### config.mk
export PLATFORM = sky130hd
export DESIGN_NAME = seq_shift_unit_flat
export DESIGN_NICKNAME = d
export VERILOG_FILES = /design/src/rtl/seq_shift_unit_pkg.sv /design/src/rtl/seq_shift_unit_if.sv /design/src/rtl/seq_shift_unit_shift_step.sv /design/src/rtl/seq_shift_unit.sv /design/src/flat_wrapper.sv
export SDC_FILE = /design/constraint.sdc
export NUM_CORES = 1
export LEC_CHECK = 0
export ABC_AREA = 1
export CAP_MARGIN = 20
export CORE_MARGIN = 8
export CORE_UTILIZATION = 40
export DETAILED_ROUTE_END_ITERATION = 8
export PLACE_DENSITY = 0.68
export SLEW_MARGIN = 10
export SYNTH_ARGS = -nofsm -noshare
export SYNTH_HDL_FRONTEND = slang
export SYNTH_HIERARCHICAL = 1
export SYNTH_SLANG_ARGS = --single-unit
export TNS_END_PERCENT = 20
### constraint.sdc
create_clock -name clk -period 1.05 [get_ports clk]
set_input_delay 0.2625 -clock clk [delete_from_list [all_inputs] [get_ports clk]]
set_output_delay 0.2625 -clock clk [all_outputs]
set_load 0.005 [all_outputs]
### src/rtl/seq_shift_unit_pkg.sv
// Shared opcode, state and helper definitions for the sequential shift unit.
package seq_shift_unit_pkg;

  localparam int unsigned OP_W = 4;

  localparam logic [OP_W-1:0] OP_SHL  = 4'b0000;
  localparam logic [OP_W-1:0] OP_SHLA = 4'b0001;
  localparam logic [OP_W-1:0] OP_SHR  = 4'b0010;
  localparam logic [OP_W-1:0] OP_SAR  = 4'b0011;
  localparam logic [OP_W-1:0] OP_ROL  = 4'b0100;
  localparam logic [OP_W-1:0] OP_ROR  = 4'b0101;

  typedef enum logic [1:0] {
    ST_IDLE  = 2'd0,
    ST_SHIFT = 2'd1,
    ST_DONE  = 2'd2
  } state_t;

  // Opcodes that actually shift; everything else returns zero without stepping.
  function automatic logic op_supported(input logic [OP_W-1:0] op);
    logic ok;
    case (op)
      OP_SHL, OP_SHLA, OP_SHR, OP_SAR, OP_ROL, OP_ROR: ok = 1'b1;
      default:                                         ok = 1'b0;
    endcase
    return ok;
  endfunction

endpackage

### src/rtl/seq_shift_unit_if.sv
// Job and result handshake bundle for the sequential shift unit.
interface seq_shift_unit_if #(
  parameter int unsigned WIDTH = 4
);
  import seq_shift_unit_pkg::*;

  logic             in_valid;
  logic             in_ready;
  logic [WIDTH-1:0] a_in;
  logic [WIDTH-1:0] b_in;
  logic [OP_W-1:0]  opcode;
  logic             out_valid;
  logic             out_ready;
  logic [WIDTH-1:0] shift_out;
  logic             busy;

  modport master (
    output in_valid, a_in, b_in, opcode, out_ready,
    input  in_ready, out_valid, shift_out, busy
  );

  modport slave (
    input  in_valid, a_in, b_in, opcode, out_ready,
    output in_ready, out_valid, shift_out, busy
  );

endinterface

### src/rtl/seq_shift_unit_shift_step.sv
// Combinational single-position step for one opcode; the top iterates it once per clock.
module seq_shift_unit_shift_step
  import seq_shift_unit_pkg::*;
#(
  parameter int unsigned WIDTH = 4
) (
  input  logic [WIDTH-1:0] data,
  input  logic [OP_W-1:0]  opcode,
  output logic [WIDTH-1:0] next_data_c
);

  always_comb begin
    next_data_c = '0;
    case (opcode)
      OP_SHL, OP_SHLA: next_data_c = {data[WIDTH-2:0], 1'b0};
      OP_SHR:          next_data_c = {1'b0, data[WIDTH-1:1]};
      OP_SAR:          next_data_c = {data[WIDTH-1], data[WIDTH-1:1]};
      OP_ROL:          next_data_c = {data[WIDTH-2:0], data[WIDTH-1]};
      OP_ROR:          next_data_c = {data[0], data[WIDTH-1:1]};
      default:         next_data_c = '0;
    endcase
  end

endmodule

### src/rtl/seq_shift_unit.sv
// Multi-cycle shift/rotate engine: accepts a job, shifts one position per clock,
// and holds the result on a valid/ready handshake until the consumer takes it.
module seq_shift_unit
  import seq_shift_unit_pkg::*;
#(
  parameter int unsigned WIDTH = 4,
  parameter int unsigned AMT_W = 2
) (
  input  logic            clk,
  input  logic            reset,
  seq_shift_unit_if.slave bus
);

  state_t           state;
  logic [WIDTH-1:0] data;
  logic [OP_W-1:0]  op_q;
  logic [AMT_W-1:0] cnt;
  logic [WIDTH-1:0] next_data_c;
  logic [AMT_W-1:0] amt_c;

  logic             in_ready_q;
  logic             out_valid_q;
  logic [WIDTH-1:0] shift_out_q;
  logic             busy_q;

  // Only the low AMT_W bits of a_in carry the amount.
  logic unused_a_hi;
  assign unused_a_hi = ^bus.a_in[WIDTH-1:AMT_W];
  assign amt_c       = bus.a_in[AMT_W-1:0];

  seq_shift_unit_shift_step #(
    .WIDTH (WIDTH)
  ) u_step (
    .data        (data),
    .opcode      (op_q),
    .next_data_c (next_data_c)
  );

  always_ff @(posedge clk) begin
    if (reset) begin
      state       <= ST_IDLE;
      data        <= '0;
      op_q        <= '0;
      cnt         <= '0;
      in_ready_q  <= 1'b1;
      out_valid_q <= 1'b0;
      shift_out_q <= '0;
      busy_q      <= 1'b0;
    end else begin
      case (state)
        ST_IDLE: begin
          if (bus.in_valid && in_ready_q) begin
            op_q       <= bus.opcode;
            cnt        <= amt_c;
            in_ready_q <= 1'b0;
            busy_q     <= 1'b1;
            if (!op_supported(bus.opcode)) begin
              data  <= '0;
              state <= ST_DONE;
            end else if (amt_c == '0) begin
              data  <= bus.b_in;
              state <= ST_DONE;
            end else begin
              data  <= bus.b_in;
              state <= ST_SHIFT;
            end
          end
        end

        ST_SHIFT: begin
          data <= next_data_c;
          cnt  <= cnt - AMT_W'(1);
          if (cnt == AMT_W'(1)) begin
            state <= ST_DONE;
          end
        end

        // First DONE cycle publishes the result; it is then held until taken.
        ST_DONE: begin
          if (!out_valid_q) begin
            out_valid_q <= 1'b1;
            shift_out_q <= data;
          end else if (bus.out_ready) begin
            out_valid_q <= 1'b0;
            in_ready_q  <= 1'b1;
            busy_q      <= 1'b0;
            state       <= ST_IDLE;
          end
        end

        default: begin
          state <= ST_IDLE;
        end
      endcase
    end
  end

  assign bus.in_ready  = in_ready_q;
  assign bus.out_valid = out_valid_q;
  assign bus.shift_out = shift_out_q;
  assign bus.busy      = busy_q;

endmodule

### src/flat_wrapper.sv
// flat-port wrapper written by rule: the top's interface ports become plain ports
module seq_shift_unit_flat import seq_shift_unit_pkg::*;
#(
  parameter int unsigned WIDTH = 4,
  parameter int unsigned AMT_W = 2
)
  (clk, reset, bus_in_valid, bus_a_in, bus_b_in, bus_opcode, bus_out_ready, bus_in_ready, bus_out_valid, bus_shift_out, bus_busy);
  seq_shift_unit_if #(.WIDTH(WIDTH)) bus_i ();
  input  logic clk;
  input  logic reset;
  input wire logic [$bits(bus_i.in_valid)-1:0] bus_in_valid;
  input wire logic [$bits(bus_i.a_in)-1:0] bus_a_in;
  input wire logic [$bits(bus_i.b_in)-1:0] bus_b_in;
  input wire logic [$bits(bus_i.opcode)-1:0] bus_opcode;
  input wire logic [$bits(bus_i.out_ready)-1:0] bus_out_ready;
  output wire logic [$bits(bus_i.in_ready)-1:0] bus_in_ready;
  output wire logic [$bits(bus_i.out_valid)-1:0] bus_out_valid;
  output wire logic [$bits(bus_i.shift_out)-1:0] bus_shift_out;
  output wire logic [$bits(bus_i.busy)-1:0] bus_busy;
  assign bus_i.in_valid = bus_in_valid;
  assign bus_i.a_in = bus_a_in;
  assign bus_i.b_in = bus_b_in;
  assign bus_i.opcode = bus_opcode;
  assign bus_i.out_ready = bus_out_ready;
  assign bus_in_ready = bus_i.in_ready;
  assign bus_out_valid = bus_i.out_valid;
  assign bus_shift_out = bus_i.shift_out;
  assign bus_busy = bus_i.busy;
  seq_shift_unit #(.WIDTH(WIDTH), .AMT_W(AMT_W)) u_core (.clk(clk), .reset(reset), .bus(bus_i));
endmodule
### Word-level counts from Yosys, hierarchy flattened

Cells that the tools add are included.

| storage, ports and cells | value |
|---|---|
| register bits | 19 |
| word-level logic and storage cells | 71 |

| operators by class | value |
|---|---|
| add/sub/neg operators | 1 |
| eq/ne operators | 18 |
| multiplexer cells | 27 |
| bitwise operators | 1 |
| reductions and logical operators | 15 |

Operators by type and width:

| kind | number |
|---|---|
| 4-bit case mux with 5 select lines | 1 |
| 4-bit by 2-bit == test with 1-bit output, second input constant | 4 |
| 4-bit by 3-bit == test with 1-bit output, second input constant | 4 |
| 2-bit 2-to-1 mux | 7 |
| 1-bit 2-to-1 mux | 12 |
| 4-bit by 1-bit == test with 1-bit output, second input constant | 2 |
| 4-bit logical NOT | 2 |
| 4-bit 2-to-1 mux | 2 |
| 4-bit case mux with 2 select lines | 1 |
| 4-bit AND reduction | 2 |
| 2-bit by 1-bit != test with 1-bit output, second input constant | 3 |
| 2-bit case mux with 3 select lines | 1 |
| 2-bit AND reduction | 3 |
| 6-bit OR reduction | 1 |
| 2-bit by 1-bit == test with 1-bit output, second input constant | 2 |
| 2-bit logical NOT | 2 |
| 2-bit != test, second input constant | 2 |
| 1-bit case mux with 2 select lines | 2 |
| 2-bit case mux with 2 select lines | 1 |
| 2-bit nonzero test | 2 |
| 3-bit AND reduction | 1 |
| 2-bit == test, second input constant | 1 |
| 2-bit OR reduction | 1 |
| 2-bit by 1-bit subtractor with 2-bit output, second input constant | 1 |
| other kinds (2) | 2 |

### Logic depth before layout (Yosys ltp)

Gate-level depths: netlist (run 1).

| logic depth | value |
|---|---|
| word-level depth | 9 |
| depth in mapped cells | 10 |
| mapped depth without buffers | 10 |

### Modules after synthesis

Netlist (run 1), hierarchy kept.

Modules (own cells, without submodules):

| module | instances | cells an instance | area an instance (um^2) | seq. area each (um^2) |
|---|---|---|---|---|
| seq_shift_unit | 1 | 132 | 874.6 | 380.4 |
| seq_shift_unit_shift_step | 1 | 24 | 112.6 | 0.0 |

### Least setup slack after synthesis (run 1)

Ideal clock, no wire load.

| path | value |
|---|---|
| path type | register to register |
| start | reg u_core.state[0] |
| end | reg u_core.state[1] |
| library setup time | 0.110 ns |
| arrival | 0.913 ns |
| required time | 0.940 ns |
| slack | 0.026 ns |
| cell stages (with the launch flop) | 5 |
| path buffers | 0 |
| path through | dfxtp_1 nand2_2 or2_1 nand3_1 nor2_1 |

| on the way | value |
|---|---|
| cells in the longest elaborated chain, start to end | 3 |
| elaborated cells between the ends (all ways) | 9 |
| classes of those cells | 6 x eq/ne; 1 x mux; 2 x reduce/logical |

RTL lines:

| item | RTL line | text |
|---|---|---|
| from (decl) | seq_shift_unit.sv:14 | `state_t state;` |
| from (signal assigned) | seq_shift_unit.sv:41 | `state <= ST_IDLE;` |
| from (signal assigned) | seq_shift_unit.sv:59 | `state <= ST_DONE;` |
| from (signal assigned) | seq_shift_unit.sv:62 | `state <= ST_DONE;` |
| 2-bit == test, or another cell as far along | seq_shift_unit.sv:50 | `case (state)` |
| 2-bit by 1-bit != test with 1-bit output (no line) or 2-bit != test (tied branches) | - |  |
| 4-bit AND reduction (no line) | - |  |

Several ways; a longest one is shown, not always the timed one.
A chain may end at the register's enable or synchronous reset.

### Worst setup path in the final report (run 1)

| path | value |
|---|---|
| start | reg u_core.op_q[3] |
| end | reg u_core.data[0] |

| on the way | value |
|---|---|
| cells in the longest elaborated chain, start to end | 4 |
| elaborated cells between the ends (all ways) | 9 |
| classes of those cells | 5 x eq/ne; 2 x mux; 2 x reduce/logical |

RTL lines:

| item | RTL line | text |
|---|---|---|
| from (decl) | seq_shift_unit.sv:16 | `logic [OP_W-1:0] op_q;` |
| from (signal assigned) | seq_shift_unit.sv:53 | `op_q <= bus.opcode;` |
| 4-bit by 1-bit == test with 1-bit output or 4-bit logical NOT (tied branches) | seq_shift_unit_shift_step.sv:14 | `case (opcode)` |
| 2-bit OR reduction | seq_shift_unit_shift_step.sv:14 |  |
| 4-bit case mux with 5 select lines * | seq_shift_unit_shift_step.sv:14 |  |
| via u_core.next_data_c[0] | seq_shift_unit.sv:18 | `logic [WIDTH-1:0] next_data_c;` |
| 4-bit case mux with 2 select lines * | seq_shift_unit.sv:50 |  |
| to (signal assigned) | seq_shift_unit.sv:61 | `data <= bus.b_in;` |
| to (signal assigned) | seq_shift_unit.sv:64 | `data <= bus.b_in;` |
| to (signal assigned) | seq_shift_unit.sv:71 | `data <= next_data_c;` |
| to (decl) | seq_shift_unit.sv:15 | `logic [WIDTH-1:0] data;` |

Mark *: on every way through the listed nets, which the timed path passes. The rest lies on a longest branch.

==> summary.txt, run 1 <==
Routing
  – Detailed-route vias per instance: 4.80
  – Via total after detailed routing: 1080
  – Iteration-0 DRC Markers: 40
  – Number of remaining DRC errors: 0
  – DR WL/cell: 10.9 um
  – ANT nets after route: 0
  – Routed Wire Length: 2.45 mm
  – Count of TritonRoute iterations in the first routing pass: 4

Synthesis
  – Adder-cell share of the synthesized area: 0.0127
  – Number of distinct library cells after synthesis: 17
  – Post-synthesis mux area share: 0
  – Warning count from the yosys run: 6
  – #FFs+latches synth: 19
  – Post-synthesis cell count: 156
  – Netlist Area Pre-Place: 987 sq um
  – Synth Area in Compound Gates: 0.0963
  – Post-synthesis share of cell area spent on xor and xnor gates: 0
  – Dominant combinational cell family by area after synthesis: simple AND/OR/NAND/NOR gates
  – Post-Synthesis Mean Instance Area: 6.33 sq um
  – Syn Nets: 173
  – Area share of and/or/nand/nor cells after synthesis: 0.404
  – Sequential-to-total area share from yosys stat: 0.385

Timing
  – Final Cycle Share: 1.03
  – Setup repair after global routing missed its margin: yes
  – Max transition margin: 0.862
  – Final-report max-slew violation count: 0
  – Worst path setup slack after routing: -0.0353 ns
  – Maximum clock rate: 921 MHz
  – Setup Viol. Count Final: 4
  – Final Hold Vio Count: 0
  – Period minus WS final: 1.09 ns
  – Actual slew at the worst max-slew pin: 0.206 ns
  – Fin Clk Skew: 0.0132 ns
  – Worst hold-check slack: 0.430 ns

Clock network
  – Max Root-Sink Buffers: 2
  – Root cell of the clock tree: clkbuf_4
  – CTS Hold Bufs: 0
  – Num CTS Buffers: 3
  – Clock slew at the register clock pins of the worst setup and hold paths: 0.12 ns
  – Clock tree from TritonCTS: built
  – Number of levels in the clock H-tree: 1
  – Clock sink count: 19
  – Clk Latency, worst-skew pair: 0.30 ns

Floorplan
  – # IOs: 23
  – Starting Density: 0.410
  – Height of the chip: 65.7 um
  – Count of standard-cell rows: 18
  – Floorplan die width: 65.7 um
  – Overall die area: 0.00431 sq mm
  – Area inside the core boundary: 0.00241 sq mm

Global route
  – Antenna violations before repair: 0
  – Global-route wire length before repair: 4.22 mm
  – Met1 GRT Util: 0.145
  – Number of global-route vias before repair: 1013
  – Grt total ovfl: 0
  – GRT met3 Usage: 0.0374
  – Global Route Usage Sum: 0.123
  – Pin count of the biggest net entering global routing: 12
  – Met2 demand-to-capacity share in global routing: 0.194
  – Most utilized layer in the global route result: met2

Placement
  – Routability congestion estimate from global placement: 0.785
  – Area of placed instances: 0.00133 sq mm
  – Number of placed instances, taps included: 219
  – Buffers added on ports: 20
  – Detailed-placement wirelength estimate: 1.92 mm

Critical path
  – Most repeated library cell on the critical path: nand2_1
  – CP Launch Type: flop
  – Element type at the critical path end: flop
  – Critical Path AT: 1.32 ns
  – Worst path max stage delay: 0.38 ns
  – Type of the worst setup path: flop to flop
  – Series of cell instances along the critical path: nor2_2 > nand2_1 > nand2_2 > nand2_1 > nand2_1 > o21ai_1 > inv_1 > nand2_1 > nor2_1
  – Max Fanout on Critical Path: 4
  – Family with the most delay on the worst path: simple AND/OR/NAND/NOR gates
  – Bufs and invs on worst path: 1
  – Worst Path Required: 1.28 ns
  – Reg2Reg Setup Slack: -0.04 ns
  – Slowest-stage cell, CP: dfxtp_4

Outcome
  – Violations in the final reports: setup timing
  – Outcome: complete, but fails checks

Finish
  – Most used cells in the layout excluding fill and tap cells: nand2_1, inv_1, nor2_1, buf_4, clkdlybuf4s50_1
  – Count of filler cells inserted in the layout: 225
  – Fraction of layout instances using a drive strength above 1: 0.297
  – Design area: 0.00144 sq mm
  – Area growth, synth to finish: 46.3%
  – # diodes: 0
  – Net count, final: 213
  – Leading cell type in the layout, fill and taps excluded: nand2_1
  – Final standard cell count with taps included and fillers excluded: 225

Power
  – Total power density per cell area: 1350 mW/mm^2
  – Peak ir drop on the vdd network: 932 uV
  – LEAKAGE: 0.691 nW
  – Total power of the final layout: 1.95 mW

Job
  – Number of violations of the max-capacitance limit: 0

Min path
  – Classification of the worst-slack hold path: primary input to flop
[power breakdown]
part           switching, mW  total [mW]  leakage, nW  internal [mW]
Sequential            0.0984       0.920        0.162          0.821
Combinational          0.345       0.655        0.511          0.310
Clock                  0.230       0.372       0.0177          0.142
[metal layers]
metal / share of wire / wire length (um)
met5: 0 / 0
met1: 0.45 / 1100
met4: 0.016 / 40
met2: 0.48 / 1170
met3: 0.060 / 146
[flip-flops by register name, summed over array words and instances, names as in the netlist]
register              flops
u_core/bus.out_valid      1
u_core/bus.busy           1
u_core/bus.shift_out      4
u_core/bus.in_ready       1
u_core/data               4
u_core/cnt                2
u_core/state              2
u_core/op_q               4
[final cells by class]
type | count | area (sq um) | area share
clock buffers | 3 | 22.5 | 0.0156
inverters | 24 | 95.1 | 0.0659
flip-flops and latches | 19 | 409 | 0.283
clock inverters | 1 | 5.00 | 0.00347
multi-input cells | 111 | 551 | 0.381
repair buffers | 37 | 324 | 0.224
well taps | 30 | 37.5 | 0.0260
[what timing repair did]
item	4_1_cts	5_1_grt
buffers inserted	2	0
resized for setup	47	25
setup endpoints to repair	25	24
pin swaps	5	10
[worst register-to-register path: cells and delay by family (launching register included)]
kind | cells | cell delay (ns)
flops | 1 | 0.38
buf+inv | 1 | 0.06
simple gates | 7 | 0.53
compound gates | 1 | 0.06
[synth_stat cells]
cell / n / area share
nor2_4: 1 / 0.011
nand2_1: 48 / 0.18
nand3_1: 11 / 0.056
nor2_1: 17 / 0.065
dfxtp_1: 19 / 0.39
or2_1: 1 / 0.0063
nand4_1: 5 / 0.032
inv_1: 22 / 0.084
inv_2: 2 / 0.0076
nand2_2: 2 / 0.013
buf_2: 2 / 0.010
nor2_2: 3 / 0.019
nor3_1: 2 / 0.010
a21oi_1: 10 / 0.051
nand3_2: 1 / 0.010
ha_1: 1 / 0.013
o21ai_0: 9 / 0.046
[metrics by stage]
stage	utilization	worst slack, ns	setup TNS (ns)
after global routing	0.599	-0.156	-1.05
after CTS	0.567	-0.0627	-0.585
after floorplan	-	0.0264	0
after global placement	0.551	-0.306	-3.93
after detailed placement	0.551	-0.322	-4.26
final	0.599	-0.0353	-0.115
[final timing paths]
path / to / from / cells past startpoint
worst max register to register: u_core/data[0]$_SDFFE_PP0P_ / u_core/op_q[3]$_SDFFE_PP0P_ / 9
worst min-delay path: u_core/bus.in_ready$_SDFFE_PP1P_ / bus_in_valid / 4
worst min register to register: u_core/cnt[1]$_SDFFE_PP0P_ / u_core/cnt[1]$_SDFFE_PP0P_ / 2
worst max-delay path: u_core/data[0]$_SDFFE_PP0P_ / u_core/op_q[3]$_SDFFE_PP0P_ / 9
[logic make-up (layout without fill, tap and decap cells)]
family          Yosys count  count (layout)
fa+ha+maj                 1               1
simple gates             91              91
compound gates           19              19
flops                    19              19
buf+inv                  26              65
Power figures use the tool's default switching activity.
==> inputs of run 2 (changes only) <==
Settings changed: REMOVE_ABC_BUFFERS set to 1.
==> run 2 against run 1 <==
Sequential share of layout area down 0.43 points. Core utilization unchanged. Combinational power about the same. Non-clock buffer count up 2. Routed wire length up 0.53%. Cell count up 0.89%. Clock power down 2%. Power down 0.48%. The flow still finishes with violations (setup timing). Via count up 0.65%. Clock-buffer cell count unchanged.
==> summary.txt, run 2 (synthesis results as in run 1) <==
Outcome
  – Violations in the final reports: setup timing
  – Outcome: complete, but fails checks

Critical path
  – Worst Path Required: 1.25 ns (-0.03 ns)
  – Most repeated library cell on the critical path: nand3_1
  – Depth of the most critical reg-to-reg path: 9 (unchanged)
  – Family with the most delay on the worst path: flip-flops
  – Worst setup path start: u_core/op_q[2]$_SDFFE_PP0P_
  – Max Fanout on Critical Path: 4 (unchanged)
  – Worst path max stage delay: 0.37 ns (about the same)
  – Reg2Reg Setup Slack: -0.11 ns (-0.07 ns)
  – Element type at the critical path end: flop
  – Cell depth of the worst setup path: 9 (unchanged)
  – Type of the worst setup path: flop to flop
  – Critical Path AT: 1.35 ns (+0.03 ns)
  – RR Startpoint: u_core/op_q[2]$_SDFFE_PP0P_
  – Worst setup path endpoint: u_core/data[3]$_SDFFE_PP0P_
  – Series of cell instances along the critical path: inv_2 > nor2_4 > buf_4 > nand3_1 > nand3_1 > o21ai_0 > inv_1 > nand2_1 > nor2_1
  – CP Launch Type: flop
  – Bufs and invs on worst path: 3 (+2)
  – Worst reg2reg path endpoint: u_core/data[3]$_SDFFE_PP0P_
  – Slowest-stage cell, CP: dfxtp_4

Timing
  – Maximum clock rate: 866 MHz (-6.1%)
  – Final Cycle Share: 1.10 (+0.0666)
  – Actual slew at the worst max-slew pin: 0.203 ns (-0.00286 ns)
  – Final-layout setup total negative slack: -0.298 ns (-0.183 ns)
  – Period minus WS final: 1.16 ns (+0.0699 ns)
  – Worst path setup slack after routing: -0.105 ns (-0.0699 ns)
  – Setup repair after global routing missed its margin: yes
  – Final Hold Vio Count: 0 (unchanged)
  – Setup Viol. Count Final: 5 (+1)
  – Max transition margin: 0.864 (+0.00233)
  – Fin Clk Skew: 0.0103 ns (-0.00288 ns)
  – Final-report max-slew violation count: 0 (unchanged)

Routing
  – Routed Wire Length: 2.46 mm (+0.53%)
  – Via total after detailed routing: 1087 (+0.65%)
  – Count of TritonRoute iterations in the first routing pass: 4 (unchanged)
  – ANT nets after route: 0 (unchanged)
  – Number of remaining DRC errors: 0 (unchanged)
  – Iteration-0 DRC Markers: 27 (-33%)
  – Detailed-route vias per instance: 4.79 (-0.24%)
  – DR WL/cell: 10.9 um (-0.36%)

Finish
  – Area growth, synth to finish: 46.3% (unchanged)
  – Design area: 0.00144 sq mm (unchanged)
  – Leading cell type in the layout, fill and taps excluded: nand2_1
  – Most used cells in the layout excluding fill and tap cells: nand2_1, inv_1, buf_4, nor2_1, clkdlybuf4s50_1
  – Net count, final: 215 (+0.94%)
  – # diodes: 0 (unchanged)
  – Fraction of layout instances using a drive strength above 1: 0.340 (+0.0427)
  – Count of filler cells inserted in the layout: 211 (-6.2%)
  – Final standard cell count with taps included and fillers excluded: 227 (+0.89%)

Clock network
  – Root cell of the clock tree: clkbuf_4
  – Clock sink count: 19 (unchanged)
  – Number of levels in the clock H-tree: 1 (unchanged)
  – Clk Latency, worst-skew pair: 0.29 ns (about the same)
  – Num CTS Buffers: 3 (unchanged)
  – Clock tree from TritonCTS: built
  – Max Root-Sink Buffers: 2 (unchanged)
  – Clock slew at the register clock pins of the worst setup and hold paths: 0.11 ns (about the same)

Global route
  – Global-route wire length before repair: 4.10 mm (-2.9%)
  – Antenna violations before repair: 0 (unchanged)
  – Number of global-route vias before repair: 1012 (-0.099%)
  – Global Route Usage Sum: 0.116 (-0.00611)
  – Grt total ovfl: 0 (unchanged)
  – Pin count of the biggest net entering global routing: 12 (unchanged)

Floorplan
  – Overall die area: 0.00431 sq mm (unchanged)
  – Count of standard-cell rows: 18 (unchanged)
  – # IOs: 23 (unchanged)
  – Area inside the core boundary: 0.00241 sq mm (unchanged)
  – Floorplan die width: 65.7 um (unchanged)
  – Height of the chip: 65.7 um (unchanged)
  – Starting Density: 0.410 (unchanged)

Placement
  – Area of placed instances: 0.00134 sq mm (+0.57%)
  – Number of placed instances, taps included: 220 (+0.46%)
  – Routability congestion estimate from global placement: 0.783 (-0.23%)
  – Detailed-placement wirelength estimate: 1.96 mm (+1.8%)
  – Buffers added on ports: 20 (unchanged)

Power
  – Peak ir drop on the vdd network: 869 uV (-6.8%)
  – Total power density per cell area: 1340 mW/mm^2 (-0.48%)
  – LEAKAGE: 0.688 nW (-0.40%)

Min path
  – Classification of the worst-slack hold path: flop to flop

Job
  – Number of violations of the max-capacitance limit: 0 (unchanged)
run 2: cell types whose count changed in the layout (fill, tap and decap cells not counted), moves of 2 or more:
cell and change:
dfxtp_2 +4, dfxtp_4 -3, o21ai_0 +4, nand3_1 -2, a21oi_2 +2, nand3_2 +3, a21oi_1 -2, inv_2 +2
o21ai_1 -4, buf_4 +2
run 2: timing repair:
action | 4_1_cts | 5_1_grt
pin swaps | 1 | 9
hold buffers | 0 | 0
gates resized for setup | 43 | 23
endpoints found under the setup margin | 20 | 24
setup buffers | 2 | 1
run 2: stage by stage:
step	hold WS, ns	util	power (mW)	worst slack, ns
after floorplan	0.332	-	1.24	0.0260
after global placement	0.451	0.554	1.51	-0.313
after detailed placement	0.459	0.554	1.52	-0.321
after CTS	0.475	0.565	1.89	-0.0555
after global routing	0.504	0.599	2.08	-0.160
final	0.475	0.599	1.94	-0.105
run 2: worst min-delay path by stage:
| stage | startpoint | endpoint | slack, ns | cells after the start |
|---|---|---|---|---|
| 2_1_floorplan | reset | u_core/bus.busy$_SDFFE_PP0P_ | 0.33 | 1 |
| 3_3_place_gp | u_core/bus.busy$_SDFFE_PP0P_ | u_core/bus.busy$_SDFFE_PP0P_ | 0.45 | 2 |
| 3_5_place_dp | u_core/bus.busy$_SDFFE_PP0P_ | u_core/bus.busy$_SDFFE_PP0P_ | 0.46 | 2 |
| 4_1_cts | u_core/bus.busy$_SDFFE_PP0P_ | u_core/bus.busy$_SDFFE_PP0P_ | 0.48 | 2 |
| 5_1_grt | u_core/cnt[1]$_SDFFE_PP0P_ | u_core/cnt[1]$_SDFFE_PP0P_ | 0.50 | 2 |
| 6_report | u_core/cnt[1]$_SDFFE_PP0P_ | u_core/cnt[1]$_SDFFE_PP0P_ | 0.47 | 2 |
run 2: area by class of cell:
cell class                 instances  area, sq um  share of cell area
multi-input combinational        111          553               0.383
sequential                        19          403               0.279
timing repair buffer              39          330               0.229
inverter                          24         92.6              0.0641
tap                               30         37.5              0.0260
clock buffer                       3         22.5              0.0156
clock inverter                     1         5.00             0.00347
run 2: metal layers:
metal | part of all wire | wire length [um] | vias up | global-route usage
met2 | 0.50 | 1230 | 20 | 0.202
met1 | 0.45 | 1110 | 488 | 0.133
li1 | - | - | 573 | -
met4 | 0.019 | 48 | 0 | 0.0409
met5 | 0 | 0 | - | 0
met3 | 0.030 | 73 | 6 | 0.0306
run 2: worst reg2reg max path: stages, from the launching register on:
cell and delay, ns:
dfxtp_4 0.37, inv_2 0.06, nor2_4 0.04, buf_4 0.12
nand3_1 0.08, nand3_1 0.08, o21ai_0 0.16, inv_1 0.05
nand2_1 0.06, nor2_1 0.04
run 2: power by group:
group	leakage [nW]	internal (mW)	switching [mW]
clock network	0.0177	0.142	0.224
registers	0.162	0.821	0.0930
logic	0.509	0.312	0.345
total	0.688	1.28	0.662
